===== config.mk =====
export PLATFORM = sky130hd
export DESIGN_NAME = l2_arbiter
export DESIGN_NICKNAME = d
export VERILOG_FILES = /design/src/rtl/l2_arb_pkg.sv /design/src/rtl/l2_arb_rr_pick.sv /design/src/rtl/l2_arbiter.sv
export SDC_FILE = /design/constraint.sdc
export NUM_CORES = 1
export LEC_CHECK = 0
export BUFFER_PORTS_ARGS = -buffer_cell sky130_fd_sc_hd__buf_2
export CORE_AREA = 2 2 643 645
export CTS_BUF_LIST = sky130_fd_sc_hd__clkbuf_8
export CTS_CLUSTER_SIZE = 25
export DETAILED_ROUTE_END_ITERATION = 8
export DIE_AREA = 0 0 645 647
export PLACE_DENSITY = 0.3
export SYNTH_ARGS = -nofsm -noshare
export SYNTH_HDL_FRONTEND = slang
export SYNTH_SLANG_ARGS = --single-unit

===== constraint.sdc =====
create_clock -name clk -period 2.14 [get_ports clk]
set_input_delay 0.107 -clock clk [delete_from_list [all_inputs] [get_ports clk]]
set_output_delay 0.107 -clock clk [all_outputs]
set_load 0.01 [all_outputs]

===== src/rtl/l2_arb_pkg.sv =====
// Shared types and default widths for the L2 port arbiter between the I-side and D-side L1 caches.
package l2_arb_pkg;

  localparam int ADDR_W_DEF = 32;
  localparam int LINE_W_DEF = 256;

  typedef enum logic [1:0] {ARB_IDLE, ARB_BUSY_I, ARB_BUSY_D} arb_state_t;
  typedef enum logic {OWN_I, OWN_D} arb_owner_t;

  function automatic arb_state_t busy_state(input arb_owner_t owner);
    return (owner == OWN_I) ? ARB_BUSY_I : ARB_BUSY_D;
  endfunction

endpackage


===== src/rtl/l2_arb_rr_pick.sv =====
// Two-way round-robin pick: a lone requester wins, a tie goes to the side that was not granted last.
module l2_arb_rr_pick
  import l2_arb_pkg::*;
(
  input  logic       req_i,
  input  logic       req_d,
  input  arb_owner_t last_grant,
  output logic       grant_valid,
  output arb_owner_t grant_owner
);

  always_comb begin
    grant_valid = req_i | req_d;
    // NOTE: every output gets a default before the ifs so no latch is inferred.
    grant_owner = OWN_I;
    if (req_i && req_d) begin
      grant_owner = (last_grant == OWN_I) ? OWN_D : OWN_I;
    end else if (req_d) begin
      grant_owner = OWN_D;
    end
  end

endmodule


===== src/rtl/l2_arbiter.sv =====
// Shares one l2_cache line port between the I-side and D-side L1 caches: round-robin grant,
// latched request held on the L2 port until l2_mem_resp, response routed back to the owner.
module l2_arbiter
  import l2_arb_pkg::*;
#(
  parameter int ADDR_W = ADDR_W_DEF,
  parameter int LINE_W = LINE_W_DEF
) (
  input  logic              clk,
  input  logic              rst_n,
  input  logic              i_mem_read,
  input  logic              i_mem_write,
  input  logic [ADDR_W-1:0] i_mem_address,
  input  logic [LINE_W-1:0] i_mem_wdata,
  output logic [LINE_W-1:0] i_mem_rdata,
  output logic              i_mem_resp,
  input  logic              d_mem_read,
  input  logic              d_mem_write,
  input  logic [ADDR_W-1:0] d_mem_address,
  input  logic [LINE_W-1:0] d_mem_wdata,
  output logic [LINE_W-1:0] d_mem_rdata,
  output logic              d_mem_resp,
  output logic              l2_mem_read,
  output logic              l2_mem_write,
  output logic [ADDR_W-1:0] l2_mem_address,
  output logic [LINE_W-1:0] l2_mem_wdata,
  input  logic [LINE_W-1:0] l2_mem_rdata,
  input  logic              l2_mem_resp,
  output logic              arb_busy
);

  arb_state_t  state;
  arb_owner_t  last_grant;
  logic        grant_valid;
  arb_owner_t  grant_owner;
  logic              sel_read;
  logic              sel_write;
  logic [ADDR_W-1:0] sel_address;
  logic [LINE_W-1:0] sel_wdata;

  l2_arb_rr_pick u_rr_pick (
    .req_i       (i_mem_read | i_mem_write),
    .req_d       (d_mem_read | d_mem_write),
    .last_grant  (last_grant),
    .grant_valid (grant_valid),
    .grant_owner (grant_owner)
  );

  assign sel_read    = (grant_owner == OWN_D) ? d_mem_read    : i_mem_read;
  assign sel_write   = (grant_owner == OWN_D) ? d_mem_write   : i_mem_write;
  assign sel_address = (grant_owner == OWN_D) ? d_mem_address : i_mem_address;
  assign sel_wdata   = (grant_owner == OWN_D) ? d_mem_wdata   : i_mem_wdata;

  // NOTE: state registers use non-blocking assignments so all flops update together at the edge.
  always_ff @(posedge clk or negedge rst_n) begin
    if (!rst_n) begin
      state          <= ARB_IDLE;
      last_grant     <= OWN_I;
      l2_mem_read    <= 1'b0;
      l2_mem_write   <= 1'b0;
      // NOTE: the wide address/data latches are reset too, so the L2 port shows zeros out of reset.
      l2_mem_address <= '0;
      l2_mem_wdata   <= '0;
    end else begin
      unique case (state)
        ARB_IDLE: begin
          if (grant_valid) begin
            // A combined read+write is issued as a write; the read is dropped.
            l2_mem_write   <= sel_write;
            l2_mem_read    <= sel_read & ~sel_write;
            l2_mem_address <= sel_address;
            l2_mem_wdata   <= sel_wdata;
            last_grant     <= grant_owner;
            state          <= busy_state(grant_owner);
          end
        end
        ARB_BUSY_I, ARB_BUSY_D: begin
          // Always return through IDLE so a held request is never re-granted back-to-back.
          if (l2_mem_resp) begin
            l2_mem_read  <= 1'b0;
            l2_mem_write <= 1'b0;
            state        <= ARB_IDLE;
          end
        end
        default: state <= ARB_IDLE;
      endcase
    end
  end

  assign i_mem_resp  = (state == ARB_BUSY_I) & l2_mem_resp;
  assign d_mem_resp  = (state == ARB_BUSY_D) & l2_mem_resp;
  assign i_mem_rdata = l2_mem_rdata;
  assign d_mem_rdata = l2_mem_rdata;
  assign arb_busy    = (state != ARB_IDLE);

endmodule

== Yosys cells after proc, flatten, opt, wreduce, memory -nomap -nowiden ==
Cells that the tools add are included.
Storage, ports and cells
  flip-flop bits (word level): 293
  output and inout bits: 805
  logic and storage cells: 41
Cells by class
  equality and inequality tests: 4
  bitwise logic cells: 7
  muxes and demuxes: 16
  reduce and logical (&&, ||, !) cells: 8
Operator list (count)
  $mux W256: 1
  $mux W32: 1
  $mux W1: 8
  $mux W2: 3
  $ne A2 B2 Y1 const B: 2
  $pmux W1 S2: 2
  $pmux W2 S2: 1
  $reduce_and A2 Y1: 2
  $reduce_bool A2 Y1: 2
  $and A1 B1 Y1: 3
  $or A1 B1 Y1: 3
  $reduce_and A3 Y1: 1
  $eq A2 B1 Y1 const B: 1
  $eq A2 B2 Y1 const B: 1
  $logic_not A2 Y1: 1
  $reduce_or A2 Y1: 1
  $logic_and A1 B1 Y1: 1
  $not A1 Y1: 1

== Longest topological paths before layout ==
Gate-level depths: netlist of run 1.
  word-level depth: 8
  depth in mapped cells: 9

== Cells and area by module ==
From an unflattened synthesis of run 1, not the netlist that was laid out.
Second synthesis, totals
  cells, all modules: 1801
  area total of the unflattened synthesis: 18728.0 sq um
By module, submodules not included
  l2_arbiter: area an instance 18714.2 sq um, cells each 1799, times used 1
  l2_arb_rr_pick: area an instance 13.8 sq um, cells each 2, times used 1

== Worst setup path before layout of run 1 ==
OpenSTA, ideal clock, no wires.
  path kind: flip-flop to flip-flop
  start point: register state[0]
  end point: register l2_mem_write
  library setup time: 0.126 ns
  required time: 2.014 ns
  stages on the path, launching flop included: 8
  period minus slack after synthesis: 1.630 ns
  slack: 0.510 ns
  arrival time: 1.504 ns
  buffers on the path: 1
  cell sequence: dfrtp_1 -> inv_1 -> ha_1 -> clkbuf_1 -> inv_1 -> o21ai_0 -> and2_1 -> a221o_1
On the way
  longest elaborated chain between the ends: 4
  elaborated cells between the ends (all ways): 9
  classes of those cells: eq/ne (4); mux (1); reduce/logical (4)
Ends and longest elaborated chain
  start: declaration: RTL line l2_arbiter.sv:32  | arb_state_t state;
  start signal: assignment: RTL line l2_arbiter.sv:74  | state <= busy_state(grant_owner);
  $eq A2 B1 Y1 / $eq A2 B2 Y1 (equally long branches): RTL line l2_arbiter.sv:65  | unique case (state)
  $reduce_or A2 Y1: RTL line l2_arbiter.sv:65
  $ne A2 B2 Y1 (no source line) / $reduce_bool A2 Y1 (equally long branches)
  $reduce_and A3 Y1 (no source line)
  end signal: assignment: RTL line l2_arbiter.sv:69  | l2_mem_write <= sel_write;
  end: declaration: RTL line l2_arbiter.sv:24  | output logic l2_mem_write,
Several ways; a longest one is shown, not always the timed one.
A chain may end at the register's enable or synchronous reset.

== Worst setup path in the final report of run 1 ==
  start point: input i_mem_write
  end point: register state[1]
On the way
  longest elaborated chain between the ends: 6
  elaborated cells between the ends (all ways): 9
  classes of those cells: eq/ne (1); mux (4); bitwise (2); reduce/logical (2)
Ends and longest elaborated chain
  start: declaration: RTL line l2_arbiter.sv:12  | input logic i_mem_write,
  $or A1 B1 Y1 *: RTL line l2_arbiter.sv:42  | .req_i (i_mem_read | i_mem_write),
  $logic_and A1 B1 Y1: RTL line l2_arb_rr_pick.sv:16  | if (req_i && req_d) begin
  $mux W1: RTL line l2_arb_rr_pick.sv:16
  $mux W2: RTL line l2_arb_pkg.sv:11  | return (owner == OWN_I) ? ARB_BUSY_I : ARB_BUSY_D;
  $mux W2: RTL line l2_arbiter.sv:67  | if (grant_valid) begin
  $pmux W2 S2: RTL line l2_arbiter.sv:65
Mark *: on every way between the ends. The rest lies on a longest branch, timed or not. The select of a mux whose other input is x is not followed.

==> results of run 1 <==
[worst max-delay path: stages]
cell	delay, ps
dlygate4sd3_1	610
buf_2	210
or4_1	490
buf_4	250
o21ai_0	380
buf_4	190
nand2_1	40
o21ai_0	60
dlygate4sd3_1	560
[through the flow]
stage                     utilization, %  cells  worst slack (ps)  cell area (sq um)
after floorplan                        -   1812               510              17300
after detailed placement            6.15   7649             -65.5              25300
final                               8.87   8742              33.4              36400
after global placement              6.15   7649             -80.1              25300
after global routing                8.86   8728             -81.6              36400
after CTS                           8.81   8708              -114              36200
[layout by cell type, fill, tap and decap left out, drive strengths merged]
master / Yosys / final
buf: 577 / 981
nand3: 16 / 16
mux2i: 280 / 280
ha: 3 / 3
or4: 1 / 1
a221o: 1 / 1
inv: 4 / 26
a21oi: 2 / 2
a31oi: 1 / 1
o21ai: 287 / 287
bufinv: 0 / 1
dlymetal6s4s: 0 / 1
clkinv: 0 / 9
clkbuf: 33 / 96
diode: 0 / 28
o21bai: 1 / 1
nand2: 295 / 295
nor2: 2 / 2
and2: 3 / 3
dfrtp: 293 / 293
dlygate4sd3: 0 / 922
clkinvlp: 0 / 4
nand4: 8 / 8
o21a: 1 / 1
nand2b: 3 / 3
bufbuf: 0 / 2
o41ai: 1 / 1
[report_power, final]
group	internal, mW	switching, mW	leakage [nW]	total [mW]
clock network	3.99	3.60	0.831	7.59
registers	8.39	1.66	3.56	10.0
logic	7.57	15.8	10.9	23.4
total	19.9	21.1	15.3	41.0
[routing by layer]
layer	track usage [%]	part of all wire (%)	wire length, microns	vias up
met2	17.3	47	107000	1632
met1	9.71	33	74200	9054
met3	7.44	15	34900	508
met5	0.590	0.34	782	-
met4	4.08	4.7	10600	74
li1	-	-	-	8332
[registers in the layout, summed over array words and instances, names as in the netlist]
| signal | count |
|---|---|
| last_grant | 1 |
| l2_mem_address | 32 |
| state | 2 |
| l2_mem_write | 1 |
| l2_mem_read | 1 |
| l2_mem_wdata | 256 |
[what timing repair did]
| item | in CTS | in global routing |
|---|---|---|
| pin swaps | 1 | 0 |
| endpoints found under the hold margin | 586 | 0 |
| buffers inserted | 4 | 2 |
| gates cloned | 3 | 4 |
| resized for setup | 25 | 10 |
| hold buffers | 924 | 0 |
| setup endpoints to repair | 28 | 124 |
[cell families (layout without fill, tap and decap cells)]
logic type | after synthesis | in the layout | share of synthesized area (%)
buf+inv | 614 | 2042 | 25.3
simple gates | 328 | 328 | 7.44
compound gates | 294 | 294 | 8.57
flops | 293 | 293 | 42.3
mux | 280 | 280 | 16.2
fa+ha+maj | 3 | 3 | 0.217
other cells | 0 | 28 | 0
[area by class of cell]
type | count | area [sq um] | area share [%]
clock inverter | 36 | 204 | 0.560
sequential | 293 | 7330 | 20.1
multi-input combinational | 905 | 5670 | 15.6
tap | 5474 | 6850 | 18.8
inverter | 4 | 20.0 | 0.0549
timing repair buffer | 1910 | 15000 | 41.3
clock buffer | 92 | 1270 | 3.47
antenna | 28 | 70.1 | 0.192
[worst min-delay path by stage]
stage | end | slack [ps]
5_1_grt | l2_mem_address[22] | 40
3_5_place_dp | l2_mem_wdata[248] | 130
4_1_cts | l2_mem_wdata[114] | 0.8
2_1_floorplan | l2_mem_address[0] | -190
6_report | l2_mem_wdata[113] | 150
3_3_place_gp | l2_mem_address[1] | 130
==> out/metrics.yaml, run 1 <==
drt-total-wl_microns: 228000
status: "finished, final reports clean"
cts_root_buf: "clkbuf_8"
setup.worst_path.start: "i_mem_write"
core_area_sq_um: 411000
max_freq_mhz: 475
areaGrowthSynthToFinish_pct: 110
rrSetupSlack_ps: 90
syn_area_sq_um: 17300
slew_headroom_pct: 65.4
synthTopCellsByCount: "buf_4, nand2_1, dfrtp_1, mux2i_1, o21ai_0"
p_total_mw: 41.0
hold_path.startpoint: "d_mem_wdata[113]"
yosysSeqAreaShare_pct: 42.3
post-route-period-util_pct: 98.4
clk_latency_ps: 900
h-tree-depth: 3
crit_path_end: "state[1]"
setup_viol: 0
hold_path.class: "in2reg"
rows: 236
ir_drop_mv: 0.626
cts.sinks: 293
rsz0062_at_grt: "true"
die_y_microns: 647
fin_crit_ps: 2110
antenna_found_initial: 122
fin_setup_tns_ps: 0
grtUsageTotal_pct: 10.4
fill_cells: 47900
rr_startpoint: "last_grant"
synth_area_leaders: "dfrtp_1, buf_4, mux2i_1"
postRouteAntennaNets: 0
cts_max_path_buffers: 4
synthCells: 1812
worst_setup_path_start_kind: "input pin"
cts_buffers: 75
synth_edf_count: 0
synth_top_cell_by_area: "dfrtp_1"
drv_cap: 0
leakage_nw: 15.3
pin_count: 1644
crit_type: "in2reg"
synthesis.nets: 2654
final_hold_viol_count: 0
cellPowerDensity_nw_per_um2: 1130
dr.pass1.iters: 5
clk_pin_slew_ps: 60
tightest_slew_ps: 518
dieArea_sq_um: 417000
drt-initial-drc-count: 902
synth_ff_type: "dfrtp_1"
cp_max_fo: 10
final_net_count: 4031
globalplace.congestion: 0.753
hold-path-cell-count: 4
detailroute.via_count: 19600
grt_max_degree: 123
drv_slew: 0
grt_pass1_wl_microns: 267000
synth.avg_cell_area_sq_um: 9.57
cts_tree: "done"
required_ps: 2980
hpwl_microns: 196000
reg2reg_to: "l2_mem_wdata[192]"
overflow: 0
crit_arrival_ps: 2950
yosys_warnings: 0
end_kind: "flop"
ys_ff_latch: 293
numPortBuffers: 875
grt_pass1_vias: 20100
yosysMostFrequentCell: "buf_4"
hold_ws_ps: 153
routedWlPerCell_microns: 26.0
start_util_pct: 4.22
vias_per_cell: 2.24
ys_types: 24
drcViolationCount: 0
synth_top_cell_area_share_pct: 42.3
fp.dieW_microns: 645
drive_gt1_share_pct: 34.1
async_flop_share_pct: 100
clock_skew_ps: 92.7
worstRegToRegCells: 6
Note: power is estimated with default switching activity, not from simulation.
==> run 2: changes to the inputs <==
--- a/constraint.sdc
+++ b/constraint.sdc
@@ -3,2 +3,2 @@
 set_output_delay 0.107 -clock clk [all_outputs]
-set_load 0.01 [all_outputs]
+set_load 0.05 [all_outputs]
==> out/metrics.yaml, run 2 (synthesis gave the netlist of run 1 again) <==
post-route-period-util_pct: 94.6
drv_slew: 0
hold_ws_ps: 157
cts.sinks: 293
largest_reg_flops: 256
drv_cap: 0
grt_max_degree: 97
end_kind: "flop"
vias_per_cell: 2.23
dr.pass1.iters: 5
cts_max_path_buffers: 4
tightest_slew_ps: 643
regMostFlops: "l2_mem_wdata"
die_y_microns: 647
ir_drop_mv: 0.714
cts_root_buf: "clkbuf_8"
fin_crit_ps: 2020
overflow: 0
routedWlPerCell_microns: 25.8
cts_buffers: 76
drive_gt1_share_pct: 34.0
leakage_nw: 15.4
hpwl_microns: 195000
areaGrowthSynthToFinish_pct: 112
globalplace.congestion: 0.750
setup_viol: 0
antenna_found_initial: 128
most-common-layout-cells: "dlygate4sd3_1, buf_2, nand2_1"
h-tree-depth: 3
grt_pass1_wl_microns: 267000
clk_latency_ps: 910
drt-initial-drc-count: 892
rrSetupSlack_ps: 120
p_total_mw: 49.5
final_hold_viol_count: 0
postRouteAntennaNets: 0
max_freq_mhz: 494
crit_type: "reg2reg"
pre_cts_slack_ps: -63.6
worst_setup_path_start_kind: "flop"
top_regs: "l2_mem_wdata x256, l2_mem_address x32, state x2"
clock_skew_ps: 98.2
drcViolationCount: 0
core_area_sq_um: 411000
hold_path.class: "in2reg"
multiInputGateArea_sq_um: 5660
rows: 236
layout_commonest_cell: "dlygate4sd3_1"
numPortBuffers: 875
pin_count: 1644
fin_setup_tns_ps: 0
cp_max_fo: 79
detailroute.via_count: 19600
final_net_count: 4057
start_util_pct: 4.22
status: "finished, final reports clean"
grt_pass1_vias: 20500
cts_tree: "done"
cellPowerDensity_nw_per_um2: 1350
dieArea_sq_um: 417000
fp.dieW_microns: 645
fill_cells: 47900
clk_pin_slew_ps: 70
drt-total-wl_microns: 226000
ff_latch_area_sq_um: 7330
slew_headroom_pct: 57.5
fin_ws_ps: 116
grtUsageTotal_pct: 10.4
crit_arrival_ps: 2770
required_ps: 2890
==> run 2: changes by cell type in the layout (fill, tap and decap cells not counted), sizes merged <==
cell / before / now
buf: 981 / 983
inv: 26 / 23
dlymetal6s4s: 1 / 0
bufinv: 1 / 4
clkinvlp: 4 / 3
dlygate4sd3: 922 / 949
diode: 28 / 19
clkbuf: 96 / 100
clkinv: 9 / 8
==> run 2: worst paths after layout <==
check                           cells after the start              start                end
worst min-delay path                                4   d_mem_wdata[119]  l2_mem_wdata[119]
worst max-delay path                                8           state[0]  l2_mem_wdata[150]
worst min register to register                      2  l2_mem_wdata[197]  l2_mem_wdata[197]
worst max register to register                      8           state[0]  l2_mem_wdata[150]
max in group asynchronous                           5              rst_n  l2_mem_wdata[106]
min in group asynchronous                           4              rst_n  l2_mem_wdata[196]
==> run 2: power breakdown <==
part,switching (mW),internal (mW)
logic,23.8,7.31
clock network,3.70,4.61
registers,1.66,8.38
==> run 2: final cells by class <==
type,instances,share of cell area [%]
antenna,19,0.129
clock buffer,99,3.71
multi-input combinational,905,15.4
timing repair buffer,1935,41.4
tap,5474,18.6
sequential,293,20.0
inverter,4,0.0545
clock inverter,34,0.729
==> run 2: timing repair <==
| item | 4_1_cts | 5_1_grt |
|---|---|---|
| resized for setup | 30 | 3 |
| setup buffers | 5 | 2 |
| hold endpoints to repair | 586 | 0 |
| cloned | 2 | 1 |
| hold buffers | 950 | 0 |
| endpoints found under the setup margin | 12 | 40 |
| pin swaps | 1 | 1 |
==> run 2: layer usage <==
| layer | vias to the layer above | global-route usage, % | part of all wire [%] | wire [microns] |
|---|---|---|---|---|
| met1 | 9068 | 9.29 | 31 | 70600 |
| met5 | - | 0.890 | 0.40 | 913 |
| met4 | 74 | 4.40 | 5.2 | 11600 |
| li1 | 8364 | - | - | - |
| met2 | 1536 | 17.3 | 47 | 106000 |
| met3 | 541 | 7.91 | 16 | 37100 |
==> run 2: through the flow <==
| step | util [%] | instances | instance area [sq um] |
|---|---|---|---|
| 2_1_floorplan | - | 1812 | 17300 |
| 3_3_place_gp | 6.15 | 7652 | 25300 |
| 3_5_place_dp | 6.15 | 7652 | 25300 |
| 4_1_cts | 8.92 | 8742 | 36700 |
| 5_1_grt | 8.94 | 8760 | 36700 |
| 6_report | 8.94 | 8763 | 36700 |
==> run 2: critical path: stages (launching register included) <==
cell     delay (ps)
dfrtp_1         380
inv_2            90
ha_4            180
buf_4           210
nand2_4         100
buf_16          220
buf_16          220
nand2_1         170
o21ai_0          90
